<file path="src/rtl/inv_arb_pkg.sv">
// rtl/inv_arb_pkg.sv - shared types and constants for the modular-inverter arbiter
package inv_arb_pkg;

    localparam int FE_W = 255;

    typedef logic [FE_W-1:0] fe_t;

    // Field prime 2^255 - 19
    localparam fe_t P = ~fe_t'(0) - fe_t'(18);

    typedef enum logic [1:0] {
        IDLE,
        DROP,
        RISE,
        RESP
    } state_t;

endpackage

</file>
<file path="src/rtl/inv_arbiter_rr_arbiter.sv">
// rtl/inv_arbiter_rr_arbiter.sv - round-robin grant with pointer advance on accept
module rr_arbiter #(
    parameter int NREQ = 4,
    localparam int IDW = $clog2(NREQ)
) (
    input  logic            clk,
    input  logic            rst,
    input  logic [NREQ-1:0] req,
    input  logic            accept,
    output logic [NREQ-1:0] gnt,
    output logic [IDW-1:0]  gnt_idx,
    output logic            gnt_any
);

    logic [IDW-1:0] ptr_q, ptr_d;
    logic [IDW-1:0] cand;

    // Scan from the farthest offset down so the nearest requester at/after ptr wins.
    always_comb begin
        gnt_any = 1'b0;
        gnt_idx = '0;
        cand    = '0;
        for (int k = NREQ - 1; k >= 0; k--) begin
            cand = IDW'((int'(ptr_q) + k) % NREQ);
            if (req[cand]) begin
                gnt_any = 1'b1;
                gnt_idx = cand;
            end
        end
        gnt = '0;
        if (gnt_any) begin
            gnt[gnt_idx] = 1'b1;
        end
    end

    always_comb begin
        ptr_d = ptr_q;
        if (accept && gnt_any) begin
            ptr_d = (gnt_idx == IDW'(NREQ - 1)) ? '0 : gnt_idx + 1'b1;
        end
    end

    always_ff @(posedge clk) begin
        if (rst) begin
            ptr_q <= '0;
        end else begin
            ptr_q <= ptr_d;
        end
    end

endmodule

</file>
<file path="src/rtl/inv_arbiter.sv">
// rtl/inv_arbiter.sv - shares one GF(2^255-19) inverter core among NREQ requesters
// Optional watchdog enabled by defining INV_ARB_WDOG_EN.
module inv_arbiter
    import inv_arb_pkg::*;
#(
    parameter int NREQ        = 4,
    parameter int FE_W        = 255,
    parameter int WDOG_CYCLES = 4096
) (
    input  logic                     clk,
    input  logic                     rst,
    input  logic [NREQ-1:0]          req_valid,
    input  logic [NREQ*FE_W-1:0]     req_a,
    output logic [NREQ-1:0]          req_ready,
    output logic                     rsp_valid,
    input  logic                     rsp_ready,
    output logic [$clog2(NREQ)-1:0]  rsp_id,
    output logic [FE_W-1:0]          rsp_inv,
    output logic                     rsp_err,
    output logic [FE_W-1:0]          inv_a,
    input  logic [FE_W-1:0]          inv_result,
    input  logic                     inv_valid,
    output logic                     inv_kick,
    output logic                     busy
);

    localparam int IDW = $clog2(NREQ);

    if (NREQ < 2 || NREQ > 8 || WDOG_CYCLES < 2) begin : g_bad_param
        $error("inv_arbiter: NREQ must be 2..8 and WDOG_CYCLES at least 2");
    end

    state_t           state_q, state_d;
    logic [FE_W-1:0]  inv_a_q, inv_a_d;
    logic [FE_W-1:0]  cache_q, cache_d;
    logic             cache_vld_q, cache_vld_d;
    logic             rsp_err_q, rsp_err_d;
    logic [IDW-1:0]   rsp_id_q, rsp_id_d;

    logic [NREQ-1:0]  gnt;
    logic [IDW-1:0]   gnt_idx;
    logic             gnt_any;
    logic             accept;
    logic [FE_W-1:0]  gnt_a;
    logic             wdog_fire;

    assign accept = (state_q == IDLE) && !rst && gnt_any;
    assign gnt_a  = req_a[int'(gnt_idx) * FE_W +: FE_W];

    rr_arbiter #(.NREQ(NREQ)) u_rr (
        .clk     (clk),
        .rst     (rst),
        .req     (req_valid),
        .accept  (accept),
        .gnt     (gnt),
        .gnt_idx (gnt_idx),
        .gnt_any (gnt_any)
    );

`ifdef INV_ARB_WDOG_EN
    localparam int WDW = $clog2(WDOG_CYCLES + 1);

    logic [WDW-1:0] wdog_q, wdog_d;
    logic           inv_kick_q;

    // Counts every cycle spent waiting on the core; idle time keeps it at zero.
    always_comb begin
        wdog_d    = '0;
        wdog_fire = 1'b0;
        if (state_q == DROP || state_q == RISE) begin
            wdog_d    = wdog_q + 1'b1;
            wdog_fire = (wdog_q == WDW'(WDOG_CYCLES - 1));
        end
    end

    always_ff @(posedge clk) begin
        if (rst) begin
            wdog_q     <= '0;
            inv_kick_q <= 1'b0;
        end else begin
            wdog_q     <= wdog_d;
            inv_kick_q <= wdog_fire;
        end
    end

    assign inv_kick = inv_kick_q;
`else
    assign wdog_fire = 1'b0;
    assign inv_kick  = 1'b0;
`endif

    always_comb begin
        state_d     = state_q;
        inv_a_d     = inv_a_q;
        cache_d     = cache_q;
        cache_vld_d = cache_vld_q;
        rsp_err_d   = rsp_err_q;
        rsp_id_d    = rsp_id_q;
        case (state_q)
            IDLE: begin
                if (accept) begin
                    rsp_id_d  = gnt_idx;
                    rsp_err_d = 1'b0;
                    if (gnt_a == '0) begin
                        rsp_err_d = 1'b1;
                        state_d   = RESP;
                    end else if (cache_vld_q && gnt_a == inv_a_q) begin
                        state_d = RESP;
                    end else begin
                        inv_a_d     = gnt_a;
                        cache_vld_d = 1'b0;
                        state_d     = DROP;
                    end
                end
            end
            DROP, RISE: begin
                if (wdog_fire) begin
                    inv_a_d     = '0;
                    cache_vld_d = 1'b0;
                    rsp_err_d   = 1'b1;
                    state_d     = RESP;
                end else if (state_q == DROP && !inv_valid) begin
                    state_d = RISE;
                end else if (state_q == RISE && inv_valid) begin
                    cache_d     = inv_result;
                    cache_vld_d = 1'b1;
                    state_d     = RESP;
                end
            end
            RESP: begin
                if (rsp_ready) begin
                    state_d = IDLE;
                end
            end
            default: state_d = IDLE;
        endcase
    end

    always_ff @(posedge clk) begin
        if (rst) begin
            state_q     <= IDLE;
            inv_a_q     <= '0;
            cache_q     <= '0;
            cache_vld_q <= 1'b0;
            rsp_err_q   <= 1'b0;
            rsp_id_q    <= '0;
        end else begin
            state_q     <= state_d;
            inv_a_q     <= inv_a_d;
            cache_q     <= cache_d;
            cache_vld_q <= cache_vld_d;
            rsp_err_q   <= rsp_err_d;
            rsp_id_q    <= rsp_id_d;
        end
    end

    assign req_ready = accept ? gnt : '0;
    assign rsp_valid = (state_q == RESP);
    assign rsp_id    = rsp_id_q;
    assign rsp_err   = rsp_valid && rsp_err_q;
    assign rsp_inv   = (rsp_valid && !rsp_err_q) ? cache_q : '0;
    assign inv_a     = inv_a_q;
    assign busy      = (state_q != IDLE);

endmodule

</file>
<file path="config.mk">
export PLATFORM = sky130hd
export DESIGN_NAME = inv_arbiter
export DESIGN_NICKNAME = d
export VERILOG_FILES = /design/src/rtl/inv_arb_pkg.sv /design/src/rtl/inv_arbiter_rr_arbiter.sv /design/src/rtl/inv_arbiter.sv
export SDC_FILE = /design/constraint.sdc
export NUM_CORES = 2
export LEC_CHECK = 0
export ABC_AREA = 1
export BUFFER_PORTS_ARGS = -buffer_cell sky130_fd_sc_hd__buf_2
export CAP_MARGIN = 10
export CORE_AREA = 2 2 700 702
export DETAILED_ROUTE_END_ITERATION = 6
export DIE_AREA = 0 0 702 704
export PLACE_DENSITY_LB_ADDON = 0.25
export SLEW_MARGIN = 20
export SYNTH_ARGS = -nofsm -noshare
export SYNTH_HDL_FRONTEND = slang
export SYNTH_SLANG_ARGS = --single-unit
</file>
<file path="constraint.sdc">
create_clock -name clk -period 9.8 [get_ports clk]
set_input_delay 2.94 -clock clk [delete_from_list [all_inputs] [get_ports clk]]
set_output_delay 2.94 -clock clk [all_outputs]
set_load 0.05 [all_outputs]
</file>
==> out/results.txt <==
Synth unique cells - 31
Min-Delay Path Class - reg -> reg
Peak VDD IR - 0.208 mV
Yosys reg bits - 518
Clk Latency, worst-skew pair - 850 ps
EDFF count, synth - 0
Die span in x - 702 µm
Routed vias - 52,500
Syn_nets - 8,061
Antenna Nets Post-Route - 0
Worst Skew - 101 ps
CP bufs+invs - 6
Inserted Clock Buffers - 87
Dominant cells by area after synthesis - dfxtp_1, nand2_1, nand3_1
Synth top cells by count - nand2_1, nand3_1, inv_1
Total negative slack - 0 ps
Count leader, synth - nand2_1
Required @ worst endpoint - 6860 ps
Crit path max fanout - 37
Delay-heaviest family, CP - simple AND/OR/NAND/NOR gates
Mean post-synth cell area - 5.48 µm²
Hold slack - 451 ps
Post-cts repair resize count - 0
Global-route wire length before repair - 547 mm
Detail Placement HPWL - 385 mm
Multi-input gate area - 22,400 µm²
Via/cell ratio - 3.48
Fin area - 57,000 µm²
Worst Setup Path Type - in -> out
Placer congestion estimate - 0.929
Cell Chain, Critical Path - buf_2 -> inv_1 -> nand2_1 -> nand3_1 -> nand2_1 -> inv_1 -> nand2_1 -> nand2_1 -> nand2_4 -> nand2_8 -> inv_2 -> ha_1 -> inv_1 -> nor2_1 -> buf_2
Postcts setup bufs - 0
DRC errors left - 0
Critical path's slowest cell - inv_2
GRT Overall Usage - 17.2%
RSZ-0062 raised after global routing - no
Sequential cell area - 10,400 µm²
Worst path most repeated cell - nand2_1
Total I/O pin count - 1,803
Worst stage delay on the critical path - 720 ps
Async set-reset flop share out of synthesis - 0%
WL final - 443 mm
Synthesized area - 37,100 µm²
Sequential share of the synthesized area - 28.0%
Nature of the critical path endpoint - primary output
Endpoints failing hold - 0
Maximum number of pins on one net before global-route repair - 222
Synth area leader - dfxtp_1
Crit path setup slack, layout - 994 ps
Placed Area - 53,400 µm²
Post-Syn Instances - 6,769
Top_reg_cell synth - dfxtp_1
Nets - 9,623
Non-filler cells, final - 15,100
Htree depth - 3
Vias in the first global route - 48,900
Layout cells sized above 1 - 24.6%
Initial antenna violation count - 434
Post-CTS Hold Fix Bufs - 0
DR iter-0 viols - 4,191
Core Area - 487,000 µm²
Yosys warning count - 0
Overflow after GRT - 0
Worst slew margin - 17.6%
Setup WS pre-CTS - 498 ps
CTS clk-pin slew, worst paths - 50 ps
PortBufs - 1,801
Status - complete, no violations
Pre-antenna DRT Iters - 6
P&R area growth vs syn - 53.7%
Tcrit/Tclk final - 89.9%
Fmax - 0.114 GHz
Worst-margin pin slew - 1240 ps
Final setup fails - 0
Final Slew Violations - 0
Clock sinks - 518
Die area - 494,000 µm²
Root Buffer - clkbuf_16
Lkg Pwr - 26.6 nW
Maxcap violations - 0
Dpl cells - 14,700
Row count - 257
PD cells - 420 nW/µm²
Longest Clk Path Bufs - 4
Worst Path Arrival - 5870 ps
Initial Utilization - 7.60%
WL per Instance - 29.4 µm
Area share of the leading cell type in the synthesized netlist - 28.0%
Period minus WS final - 8810 ps
Layout fillers - 58,000
TritonCTS clock tree - done
Chip Height - 704 µm
CP startpoint kind - input port
==> placed cells by master (no fill, tap or decap), types with 6 or more instances in the layout <==
cell        instances
a21oi_1           516
buf_12             35
buf_2            1800
buf_4              78
bufinv_16          11
clkbuf_1           14
clkbuf_16          87
clkbuf_8           17
clkinv_2           10
clkinvlp_4          6
dfxtp_1           518
diode_2           221
ha_1                9
inv_1             594
nand2_1          2744
nand3_1           930
nand3b_1          111
nand4_1            21
nor2_1            588
o21ai_0           263
o21bai_1            6
==> worst register-to-register path, cell delays in order, from the launching register on <==
cell     delay, ps
dfxtp_1        460
inv_2          160
nand2_1        100
nand3_1        180
nand2_1        120
inv_1           40
nand2_1        110
nand2_1        110
nand2_4        200
nand2_8        350
buf_4          440
buf_4          210
nand2_1         80
nand2_1        320
nand2_1        260
nand2_1        120
nor2_1         120
nand4_1        470
nor2_1         700
nand4_1        300
nor2_1         250
nand2_1        180
nand3_4        190
inv_8          210
buf_4          610
nand2_1        100
a21oi_1         60
==> path summary, 6_finish.rpt <==
path	startpoint	endpoint	slack, ps	cells after the start
worst max-delay path	req_valid[3]	req_ready[3]	990	15
worst min-delay path	cache_q[95]	cache_q[95]	450	2
worst max register to register	u_rr.ptr_q[0]	inv_a[156]	3090	26
worst min register to register	cache_q[95]	cache_q[95]	450	2
==> power by group <==
group | switching (mW) | internal, mW | leakage (nW)
sequential | 0.576 | 2.72 | 4.21
clock | 1.39 | 2.04 | 1.44
combinational | 13.2 | 3.97 | 20.9
==> registers in the layout, summed over array words and instances, names as in the netlist <==
register,flops
inv_a,255
rsp_id,2
cache_q,255
u_rr.ptr_q,2
cache_vld_q,1
rsp_err_q,1
state_q,2
==> per-stage QoR <==
stage	util (%)	total power [mW]
3_3_place_gp	11.0	21.0
5_1_grt	11.6	25.9
2_1_floorplan	-	13.1
4_1_cts	11.6	24.6
3_5_place_dp	11.0	21.0
6_report	11.7	23.9
==> routing by layer <==
metal	track usage, %	part of all wire [%]	vias to the layer above
met5	0	0.32	-
met4	4.84	3.8	212
met3	7.85	11	831
met2	29.3	47	2499
met1	19.1	38	24200
li1	-	-	24700
==> kinds of logic (layout without fill, tap and decap cells) <==
kind of cell	after synthesis	count (layout)	synth area share, %
compound gates	794	794	10.8
fa+ha+maj	9	9	0.304
buf+inv	1040	2665	11.8
flops	518	518	28.0
other cells	1	222	0.0101
simple gates	4407	4407	49.1
==> cell type report <==
class | count | share of cell area, %
multi-input combinational | 5211 | 39.3
sequential | 518 | 18.2
timing repair buffer | 1914 | 18.1
tap | 6475 | 14.2
clock buffer | 118 | 4.33
inverter | 599 | 3.99
antenna | 221 | 0.971
clock inverter | 34 | 0.874
No activity file was read; power rests on OpenSTA's default activity.
